--- config.mk ---
export PLATFORM = sky130hd
export DESIGN_NAME = jtpang_objdma
export DESIGN_NICKNAME = d
export VERILOG_FILES = /design/src/rtl/jtpang_pkg.sv /design/src/rtl/jtpang_objdma.sv
export SDC_FILE = /design/constraint.sdc
export NUM_CORES = 1
export LEC_CHECK = 0
export ABC_CLOCK_PERIOD_IN_PS = 1900
export BUFFER_PORTS_ARGS = -buffer_cell sky130_fd_sc_hd__buf_4
export CAP_MARGIN = 0
export CORE_ASPECT_RATIO = 0.8
export CORE_MARGIN = 2
export CORE_UTILIZATION = 30
export DETAILED_ROUTE_END_ITERATION = 12
export GPL_TIMING_DRIVEN = 0
export HOLD_SLACK_MARGIN = 0.02
export PLACE_DENSITY_LB_ADDON = 0.12
export REMOVE_ABC_BUFFERS = 1
export SYNTH_ARGS = -nofsm -noshare
export SYNTH_HDL_FRONTEND = slang
export SYNTH_SLANG_ARGS = --single-unit
--- constraint.sdc ---
create_clock -name clk -period 1.9 [get_ports clk]
set_clock_uncertainty 0.1 [all_clocks]
set_input_delay 0.095 -clock clk [delete_from_list [all_inputs] [get_ports clk]]
set_output_delay 0.095 -clock clk [all_outputs]
set_load 0.01 [all_outputs]
--- src/rtl/jtpang_pkg.sv ---
// Shared definitions for the object DMA: state encoding and object table size.
package jtpang_pkg;

  localparam int OBJ_BYTES = 512;

  typedef enum logic [2:0] {
    IDLE  = 3'd0,
    REQ   = 3'd1,
    COPY  = 3'd2,
    FLUSH = 3'd3,
    REL   = 3'd4
  } state_t;

endpackage

--- src/rtl/jtpang_objdma.sv ---
// Object DMA: takes the Z80 bus on a dma_go edge and copies object attribute
// RAM into the renderer's private object buffer, one byte per cen step.
//
// state | meaning
// IDLE  | waiting for a pending request
// REQ   | busrq raised, waiting for busak_n low
// COPY  | issuing source addresses, writing the byte read one step earlier
// FLUSH | writing the last byte still in flight from the source RAM
// REL   | busrq dropped, waiting for the CPU to release busak_n
module jtpang_objdma
  import jtpang_pkg::*;
#(
  parameter int AW = 9
) (
  input  logic          clk,
  input  logic          rst,
  input  logic          cen,
  input  logic          dma_go,
  input  logic          busak_n,
  output logic          busrq,
  output logic [AW-1:0] ram_addr,
  input  logic [7:0]    ram_dout,
  output logic [AW-1:0] buf_addr,
  output logic [7:0]    buf_din,
  output logic          buf_we,
  output logic          busy
);

  state_t      st, st_nx;
  logic [AW:0] cnt, cnt_nx;
  logic        go_q, pend;
  logic        go_edge, ack, stall, wr_ok;
  logic [AW-1:0] cnt_m1;

  assign go_edge = dma_go & ~go_q;
  assign ack     = ~busak_n;
  assign cnt_m1  = cnt[AW-1:0] - 1'b1;

  always_ff @(posedge clk) begin
    if (rst) begin
      st   <= IDLE;
      cnt  <= '0;
      go_q <= 1'b0;
      pend <= 1'b0;
    end else begin
      go_q <= dma_go;
      st   <= st_nx;
      cnt  <= cnt_nx;
      // a fresh edge wins over the clear so a request landing on acceptance is not lost
      if (go_edge)
        pend <= 1'b1;
      else if (cen && st == IDLE)
        pend <= 1'b0;
    end
  end

  always_comb begin
    st_nx  = st;
    cnt_nx = cnt;
    if (cen) begin
      case (st)
        IDLE: if (pend) begin
          st_nx  = REQ;
          cnt_nx = '0;
        end
        REQ: if (ack) st_nx = COPY;
        COPY: if (ack) begin
          cnt_nx = cnt + 1'b1;
          if (cnt[AW-1:0] == '1) st_nx = FLUSH;
        end
        FLUSH: st_nx = REL;
        REL: if (!ack) st_nx = IDLE;
        default: st_nx = IDLE;
      endcase
    end
  end

  // While the CPU wrongly drops its acknowledge, keep re-reading the last issued
  // byte so the source RAM output still holds it when the copy resumes.
  assign stall    = (st == COPY) && !ack && (cnt != '0);
  assign ram_addr = stall ? cnt_m1 : cnt[AW-1:0];

  assign wr_ok    = ((st == COPY) || (st == FLUSH)) && (cnt != '0);
  assign buf_addr = wr_ok ? cnt_m1 : '0;
  assign buf_din  = wr_ok ? ram_dout : 8'd0;
  assign buf_we   = wr_ok && cen && !rst && ((st == FLUSH) || ack);

  assign busrq = (st == REQ) || (st == COPY) || (st == FLUSH);
  assign busy  = (st != IDLE);

endmodule

== Yosys cells after proc, flatten, opt, wreduce, memory -nomap -nowiden ==
Cells that the tools add are included.

* Add/sub/neg operators: 2
* Equal/unequal tests: 10
* Bitwise operators: 3
* Mux-type cells: 14
* Reduce and logical (&&, ||, !) cells: 19

{| class="wikitable"
|+ Operator list
! operator !! count
|-
| 10-bit two-way mux || 2
|-
| 10-bit one-hot mux with 2 select lines || 1
|-
| 9-bit two-way mux || 2
|-
| 3-bit two-way mux || 5
|-
| 3-bit one-hot mux with 5 select lines || 1
|-
| 10-bit by 1-bit adder with 10-bit output, second input constant || 1
|-
| 2-bit != test, second input constant || 5
|-
| 10-bit nonzero test || 1
|-
| 9-bit == test, second input constant || 1
|-
| 9-bit by 1-bit subtractor with 9-bit output, second input constant || 1
|-
| 8-bit two-way mux || 1
|-
| 1-bit logical AND || 7
|-
| 3-bit by 2-bit == test with 1-bit output, second input constant || 2
|-
| 6-bit AND reduction || 1
|-
| 1-bit logical OR || 4
|-
| 4-bit AND reduction || 1
|-
| 2-bit nonzero test || 2
|-
| 3-bit by 1-bit == test with 1-bit output, second input constant || 1
|-
| 3-bit == test, second input constant || 1
|-
| 3-bit logical NOT || 1
|-
| 3-bit nonzero test || 1
|-
| 1-bit two-way mux || 2
|-
| 1-bit inverter || 2
|-
| 1-bit bitwise AND || 1
|-
| 1-bit logical NOT || 1
|}

* Output and inout port bits: 29
* Register bits: 15

== Longest topological paths before layout ==
Gate-level depths: netlist of the first run.

* Depth in word-level cells: 6
* Mapped depth: 8
* Mapped depth without buffers: 7

== Least setup slack after synthesis of the first run ==
No wires, ideal clock.

* Path type: register to output
* Start point: reg cnt[0]
* End point: out buf_we
* Buffers on the path: 0
* Arrival time: 1934 ps
* Slack: -229 ps
* Cell stages (with the launch flop): 7
* Required time: 1705 ps
* Path through: dfxtp_1 > inv_1 > ha_1 > nor3b_4 > nand4_1 > nand2_1 > a2111oi_0

* Word-level cells in the longest chain between the ends: 5

{| class="wikitable"
|+ Ends and longest elaborated chain
! element !! RTL line !! source
|-
| start, declared || jtpang_objdma.sv:30 || <nowiki>logic [AW:0] cnt, cnt_nx;</nowiki>
|-
| start signal, assigned || jtpang_objdma.sv:48 || <nowiki>cnt <= cnt_nx;</nowiki>
|-
| 10-bit nonzero test || jtpang_objdma.sv:83 || <nowiki>assign wr_ok = ((st == COPY) || (st == FLUSH)) && (cnt != '0);</nowiki>
|-
| 1-bit logical AND || jtpang_objdma.sv:83 ||
|-
| 1-bit logical AND (3 in series) || jtpang_objdma.sv:86 || <nowiki>assign buf_we = wr_ok && cen && !rst && ((st == FLUSH) || ack);</nowiki>
|-
| end, declared || jtpang_objdma.sv:25 || <nowiki>output logic buf_we,</nowiki>
|}

Every way passes these cells.

== Worst setup path after layout of the first run ==
* Start point: reg cnt[0]
* End point: out ram_addr[7]

* Word-level cells in the longest chain between the ends: 3
* Elaborated cells between the ends (all ways): 4
* Those cells by class: add/sub: 1; mux: 1; reduce/logical: 2

{| class="wikitable"
|+ Ends and longest elaborated chain
! element !! RTL line !! source
|-
| branches (longest 2 deep; another with 9-bit by 1-bit subtractor with 9-bit output) || - ||
|-
| 9-bit two-way mux * || jtpang_objdma.sv:81 || <nowiki>assign ram_addr = stall ? cnt_m1 : cnt[AW-1:0];</nowiki>
|-
| end, declared || jtpang_objdma.sv:21 || <nowiki>output logic [AW-1:0] ram_addr,</nowiki>
|}

Mark *: on every way between the ends.

==> results of run 1 <==
[flip-flops by register name, summed over array words and instances, names as in the netlist]
signal / cells
cnt: 10
st: 3
go_q: 1
pend: 1
[routing by layer]
layer | vias up | wire length [um] | track usage, %
li1 | 686 | - | -
met1 | 655 | 1610 | 17.4
met2 | 39 | 1870 | 26.0
met3 | 4 | 237 | 2.68
met4 | 0 | 39 | 4.82
met5 | - | 0 | 0
[worst paths after layout]
check / endpoint / slack [ps]
hold reg to reg: pend / 400
setup reg to reg: st[0] / 140
hold / removal: st[2] / 90
setup / recovery: ram_addr[7] / -250
[synth_stat cells, drive strengths merged, types with 4 or more instances]
cell type | number | area [sq um]
nor2 | 28 | 105
dfxtp | 15 | 300
a21oi | 12 | 60.1
and3 | 12 | 75.1
nand2 | 10 | 37.5
xnor2 | 10 | 87.6
buf | 9 | 90.1
nand3 | 8 | 40.0
xor2 | 7 | 61.3
nand2b | 5 | 31.3
nor2b | 5 | 31.3
inv | 4 | 15.0
nor3b | 4 | 52.6
o31ai | 4 | 30.0
or4 | 4 | 33.8
[worst max-delay path: stages (launching register included)]
cell,delay (ps)
dfxtp_4,350
buf_6,120
or4_4,570
nor4_4,180
and3_1,210
xor2_1,140
buf_4,140
[through the flow]
stage | utilization, % | hold slack [ps]
floorplan | - | 64.1
global placement | 38.2 | 223
detailed placement | 38.2 | 233
CTS | 43.7 | 76.3
global route | 49.2 | 142
finish | 49.2 | 86.5
[power by group]
group	total, mW	internal, mW	switching [mW]
registers	0.323	0.315	0.00831
logic	0.0928	0.0478	0.0450
clock network	0.266	0.149	0.117
[cells by family (layout without fill, tap and decap cells)]
group                      Yosys count  in the layout
and+or+nand+nor                     87             87
xor gates and xnor gates            17             17
adders and majority gates            3              3
AOI/OAI and AO/OA                   27             27
buffers and inverters               16             69
muxes                                2              2
DFF                                 15             15
[final cells by class]
cell class              count  area, sq um  area share (%)
flip-flops and latches     15          318            15.3
repair buffers             61          533            25.6
multi-input cells         136         1100            52.6
clock buffers               4         45.0            2.16
well taps                  57         71.3            3.42
inverters                   4         20.0           0.961
[repair_timing]
item / 4_1_cts / 5_1_grt
pin swaps: 7 / 10
hold endpoints to repair: 8 / 0
setup buffers: 11 / 5
cloned: 0 / 1
hold buffers: 3 / 0
resized for setup: 22 / 46
endpoints found under the setup margin: 27 / 28
==> flow_metrics.env, run 1 <==
export IMPL_outcome="finished with violations"
export IMPL_violations="negative setup slack"
export IMPL_root_buffer="clkbuf_8"
export IMPL_period_share_pct=113
export IMPL_clockBufferDepth=2
export IMPL_layout_drive_gt1_share_pct=48.2
export IMPL_tritoncts="yes"
export IMPL_track_usage_pct=14.5
export IMPL_die_h_um=63.8
export IMPL_path_clk_slew_ps=60
export IMPL_hp_start="cen"
export IMPL_synthMuxAreaShare_pct=1.68
export IMPL_globalplace_congestion=0.749
export IMPL_yosysWarnings=0
export IMPL_layout_commonest_cell="buf_4"
export IMPL_relSlewSlack_pct=69.1
export IMPL_wire_per_inst_um=13.6
export IMPL_synthArstFlopShare_pct=0
export IMPL_p_leak_nw=0.903
export IMPL_powerDensity_nw_per_um2=327
export IMPL_diodes=0
export IMPL_required_ps=1700
export IMPL_clock_latency_ps=250
export IMPL_synthSimpleGateAreaFrac_pct=38.0
export IMPL_grt_pass1_wl_mm=5.87
export IMPL_setup_ws_ps=-253
export IMPL_fmaxAchievable_ghz=0.465
export IMPL_num_vias=1384
export IMPL_numPortBuffers=41
export IMPL_place_ws_ps=-711
export IMPL_numCtsBuffers=3
export IMPL_syn_inst=167
export IMPL_dr_pass1_iters=4
export IMPL_ir_drop_mv=0.173
export IMPL_dpl_instance_area_sq_um=1620
export IMPL_ys_types=42
export IMPL_antenna_found_initial=0
export IMPL_grt_overflow_total=0
export IMPL_dr_first_iter_drc_count=44
export IMPL_placed_cells=253
export IMPL_vias_per_cell=5.00
export IMPL_synth_ff_type="dfxtp_1"
export IMPL_synth_xor_area_share_pct=11.1
export IMPL_hold_viol_final=0
export IMPL_start_util_pct=31.7
export IMPL_crit_start="cnt[0]"
export IMPL_syn_area_sq_um=1340
export IMPL_final_antenna_net_count=0
export IMPL_die_width_um=78.7
export IMPL_fill_cells=412
export IMPL_finalNonFillerCells=277
export IMPL_synth_edff_count=0
export IMPL_seq_area_frac_synth_pct=22.4
export IMPL_wirelength_mm=3.76
export IMPL_rr_worst_depth=9
export IMPL_layout_common_cells="buf_4, nor2_1, buf_6, and3_4, a21oi_1"
export IMPL_cp_end_kind="output pin"
export IMPL_syn_avg_cell_area_sq_um=8.02
export IMPL_hpwl_mm=2.49
export IMPL_arrival_ps=1960
export IMPL_setup_viol=19
export IMPL_syn_to_final_growth_pct=55.5
export IMPL_cts_sinks=15
export IMPL_synth_top_family_by_area="simple AND/OR/NAND/NOR gates"
export IMPL_design_core_area_sq_um=4230
export IMPL_cap_violations=0
export IMPL_min_path_type="in2reg"
export IMPL_cp_max_fo=4
export IMPL_design_area_sq_um=2080
export IMPL_reg2reg_from="cnt[0]"
export IMPL_drc=0
export IMPL_worst_slew_pin_slew_ps=464
export IMPL_htree_levels=1
export IMPL_synthAdderAreaFrac_pct=2.80
export IMPL_synth_compound_area_share_pct=15.3
export IMPL_row_count=21
export IMPL_slew_viol_final=0
export IMPL_boundaryPins=42
export IMPL_ys_seq_elements=15
export IMPL_total_power_mw=0.682
export IMPL_tns_ps=-2960
export IMPL_finalCriticalPeriod_ps=2150
export IMPL_holdPathStages=4
export IMPL_dieArea_sq_um=5020
export IMPL_grt_max_degree=15
export IMPL_grt_pass1_vias=1314
export IMPL_fin_nets=237
export IMPL_grt_setup_unrepaired="true"
export IMPL_critPathKind="reg2out"
export IMPL_startpoint_type="flip-flop"
Note: power is estimated with default switching activity, not from simulation.
==> run 2, diff against run 1 <==
- ABC_AREA: default -> 1
- SKIP_CTS_REPAIR_TIMING: default -> 1
==> run 2 against run 1 <==
  * The flow still finishes with violations (negative setup slack)
  * Maximum frequency up 11%
  * Die area down 3.3%
  * Clock-buffer cell count shrank 1
  * Critical path type unchanged
  * Largest power group is now combinational cells
==> flow_metrics.env, run 2 <==
export IMPL_outcome="finished with violations"
export IMPL_violations="negative setup slack"
export IMPL_worst_slew_pin_slew_ps=440
export IMPL_synth_top_area_share_pct=23.2
export IMPL_hpwl_mm=2.51
export IMPL_clockBufferDepth=2
export IMPL_ff_latch_area_sq_um=309
export IMPL_num_vias=1502
export IMPL_setup_ws_ps=-42.3
export IMPL_die_width_um=77.4
export IMPL_vias_per_cell=4.47
export IMPL_fin_nets=296
export IMPL_tritoncts="yes"
export IMPL_wire_per_inst_um=10.9
export IMPL_ys_top_cells_by_area="dfxtp_1, nand2_1, nor2_1"
export IMPL_largest_reg_flops=10
export IMPL_boundaryPins=42
export IMPL_cp_end_kind="output pin"
export IMPL_grt_overflow_total=0
export IMPL_synth_commonest_cells="nand2_1, nor2_1, inv_1"
export IMPL_required_ps=1700
export IMPL_syn_inst=226
export IMPL_track_usage_pct=13.5
export IMPL_min_path_type="in2reg"
export IMPL_synth_ff_type="dfxtp_1"
export IMPL_final_antenna_net_count=0
export IMPL_syn_avg_cell_area_sq_um=5.72
export IMPL_seq_area_frac_synth_pct=23.2
export IMPL_cts_sinks=15
export IMPL_p_leak_nw=1.02
export IMPL_numPortBuffers=41
export IMPL_arrival_ps=1750
export IMPL_drc=0
export IMPL_yosysWarnings=0
export IMPL_powerDensity_nw_per_um2=858
export IMPL_hold_slack_ps=157
export IMPL_numCtsBuffers=3
export IMPL_p_seq_share_pct=26.1
export IMPL_hold_viol_final=0
export IMPL_diodes=0
export IMPL_relSlewSlack_pct=70.6
export IMPL_tns_ps=-193
export IMPL_p_switching_mw=0.770
export IMPL_row_count=21
export IMPL_layout_common_cells="nand2_1, buf_4, nor2_1, inv_1, nand3_1"
export IMPL_antenna_found_initial=0
export IMPL_dr_first_iter_drc_count=58
export IMPL_layout_drive_gt1_share_pct=33.3
export IMPL_synth_edff_count=0
export IMPL_period_share_pct=102
export IMPL_multi_input_area_sq_um=950
export IMPL_grt_pass1_vias=1172
export IMPL_globalplace_congestion=0.819
export IMPL_wirelength_mm=3.67
export IMPL_slew_viol_final=0
export IMPL_final_util_pct=46.9
export IMPL_setup_viol=15
export IMPL_finalCriticalPeriod_ps=1940
export IMPL_fill_cells=483
export IMPL_syn_to_final_growth_pct=50.7
export IMPL_htree_levels=1
export IMPL_dieArea_sq_um=4850
export IMPL_start_util_pct=31.1
export IMPL_reg_top3="cnt x10, st x3"
export IMPL_ys_seq_elements=15
export IMPL_grt_setup_unrepaired="true"
export IMPL_grt_max_degree=19
export IMPL_yosysMostFrequentCell="nand2_1"
export IMPL_design_core_area_sq_um=4150
export IMPL_path_clk_slew_ps=70
export IMPL_fmaxAchievable_ghz=0.515
export IMPL_dr_pass1_iters=4
export IMPL_ir_drop_mv=0.533
export IMPL_startpoint_type="flip-flop"
export IMPL_p_int_mw=0.901
export IMPL_layout_commonest_cell="nand2_1"
export IMPL_cap_violations=0
export IMPL_synth_top_area_cell="dfxtp_1"
export IMPL_power_share_switching_pct=46.1
export IMPL_cp_max_fo=5
export IMPL_power_frac_comb_pct=57.7
export IMPL_root_buffer="clkbuf_8"
export IMPL_clock_latency_ps=250
export IMPL_syn_area_sq_um=1290
export IMPL_grt_pass1_wl_mm=5.42
export IMPL_die_h_um=62.7
export IMPL_pwr_share_clk_pct=16.2
export IMPL_ys_types=24
export IMPL_synthArstFlopShare_pct=0
export IMPL_critPathKind="reg2out"
export IMPL_regMostFlops="cnt"
==> run 2: cell count changes after synthesis, moves of 5 or more <==
| cell | previous run | this run |
|---|---|---|
| nand2b_1 | 5 | 0 |
| xnor2_1 | 10 | 1 |
| nand2_1 | 10 | 54 |
| o21ai_1 | 0 | 7 |
| nand3_1 | 8 | 17 |
| nor2b_1 | 5 | 0 |
| nor2_1 | 28 | 51 |
| inv_1 | 4 | 36 |
| and3_1 | 12 | 0 |
| a21oi_1 | 12 | 7 |
==> run 2: power groups by stage <==
stage	Combinational (mW)	Clock, mW	Sequential, mW
global placement	0.746	0	0.430
CTS	0.747	0.280	0.421
global route	1.07	0.298	0.444
finish	0.965	0.270	0.436
floorplan	0.515	0	0.413
detailed placement	0.744	0	0.428
==> run 2: kinds of logic (layout without fill, tap and decap cells) <==
logic type / after synthesis / after routing / synth area share [%]
and+or+nand+nor: 138 / 139 / 47.1
adders and majority gates: 3 / 3 / 2.90
AOI/OAI and AO/OA: 21 / 21 / 8.33
xor gates and xnor gates: 5 / 5 / 3.39
DFF: 15 / 15 / 23.2
buffers and inverters: 44 / 96 / 15.0
==> run 2: metal layers <==
| metal | GRT usage [%] | wire [um] | vias up |
|---|---|---|---|
| li1 | - | - | 806 |
| met1 | 19.9 | 1940 | 655 |
| met2 | 19.9 | 1520 | 39 |
| met3 | 3.18 | 181 | 2 |
| met4 | 2.68 | 24 | 0 |
| met5 | 0 | 0 | - |
==> run 2: final timing paths <==
kind / slack [ps] / depth (start not counted) / from / to
setup / recovery: -40 / 9 / cnt[1] / buf_addr[8]
hold / removal: 160 / 5 / busak_n / st[0]
setup reg to reg: -10 / 13 / cnt[0] / st[1]
hold reg to reg: 430 / 2 / cnt[1] / cnt[1]
==> run 2: final cells by class <==
type,count,area share (%)
Clock buffer,3,2.12
Timing Repair Buffer,53,21.5
Clock inverter,1,0.257
Sequential cell,15,15.9
Multi-Input combinational cell,168,48.7
Inverter,39,7.90
Tap cell,57,3.66
==> run 2: per-stage QoR <==
step	setup slack [ps]	instance area, sq um	instances	power, mW
after floorplan	-1.74	1250	221	0.929
after global routing	-142	1950	336	1.81
after detailed placement	-368	1630	319	1.17
final	-42.3	1950	336	1.67
after CTS	-472	1680	323	1.45
after global placement	-391	1630	319	1.18
==> run 2: critical path, stage by stage, from the launching register on <==
cell,delay (ps)
dfxtp_4,380
inv_1,80
ha_4,170
nand3_4,100
nor2_4,40
nand3_4,150
nand3_4,140
buf_6,180
nor2_1,110
buf_4,140
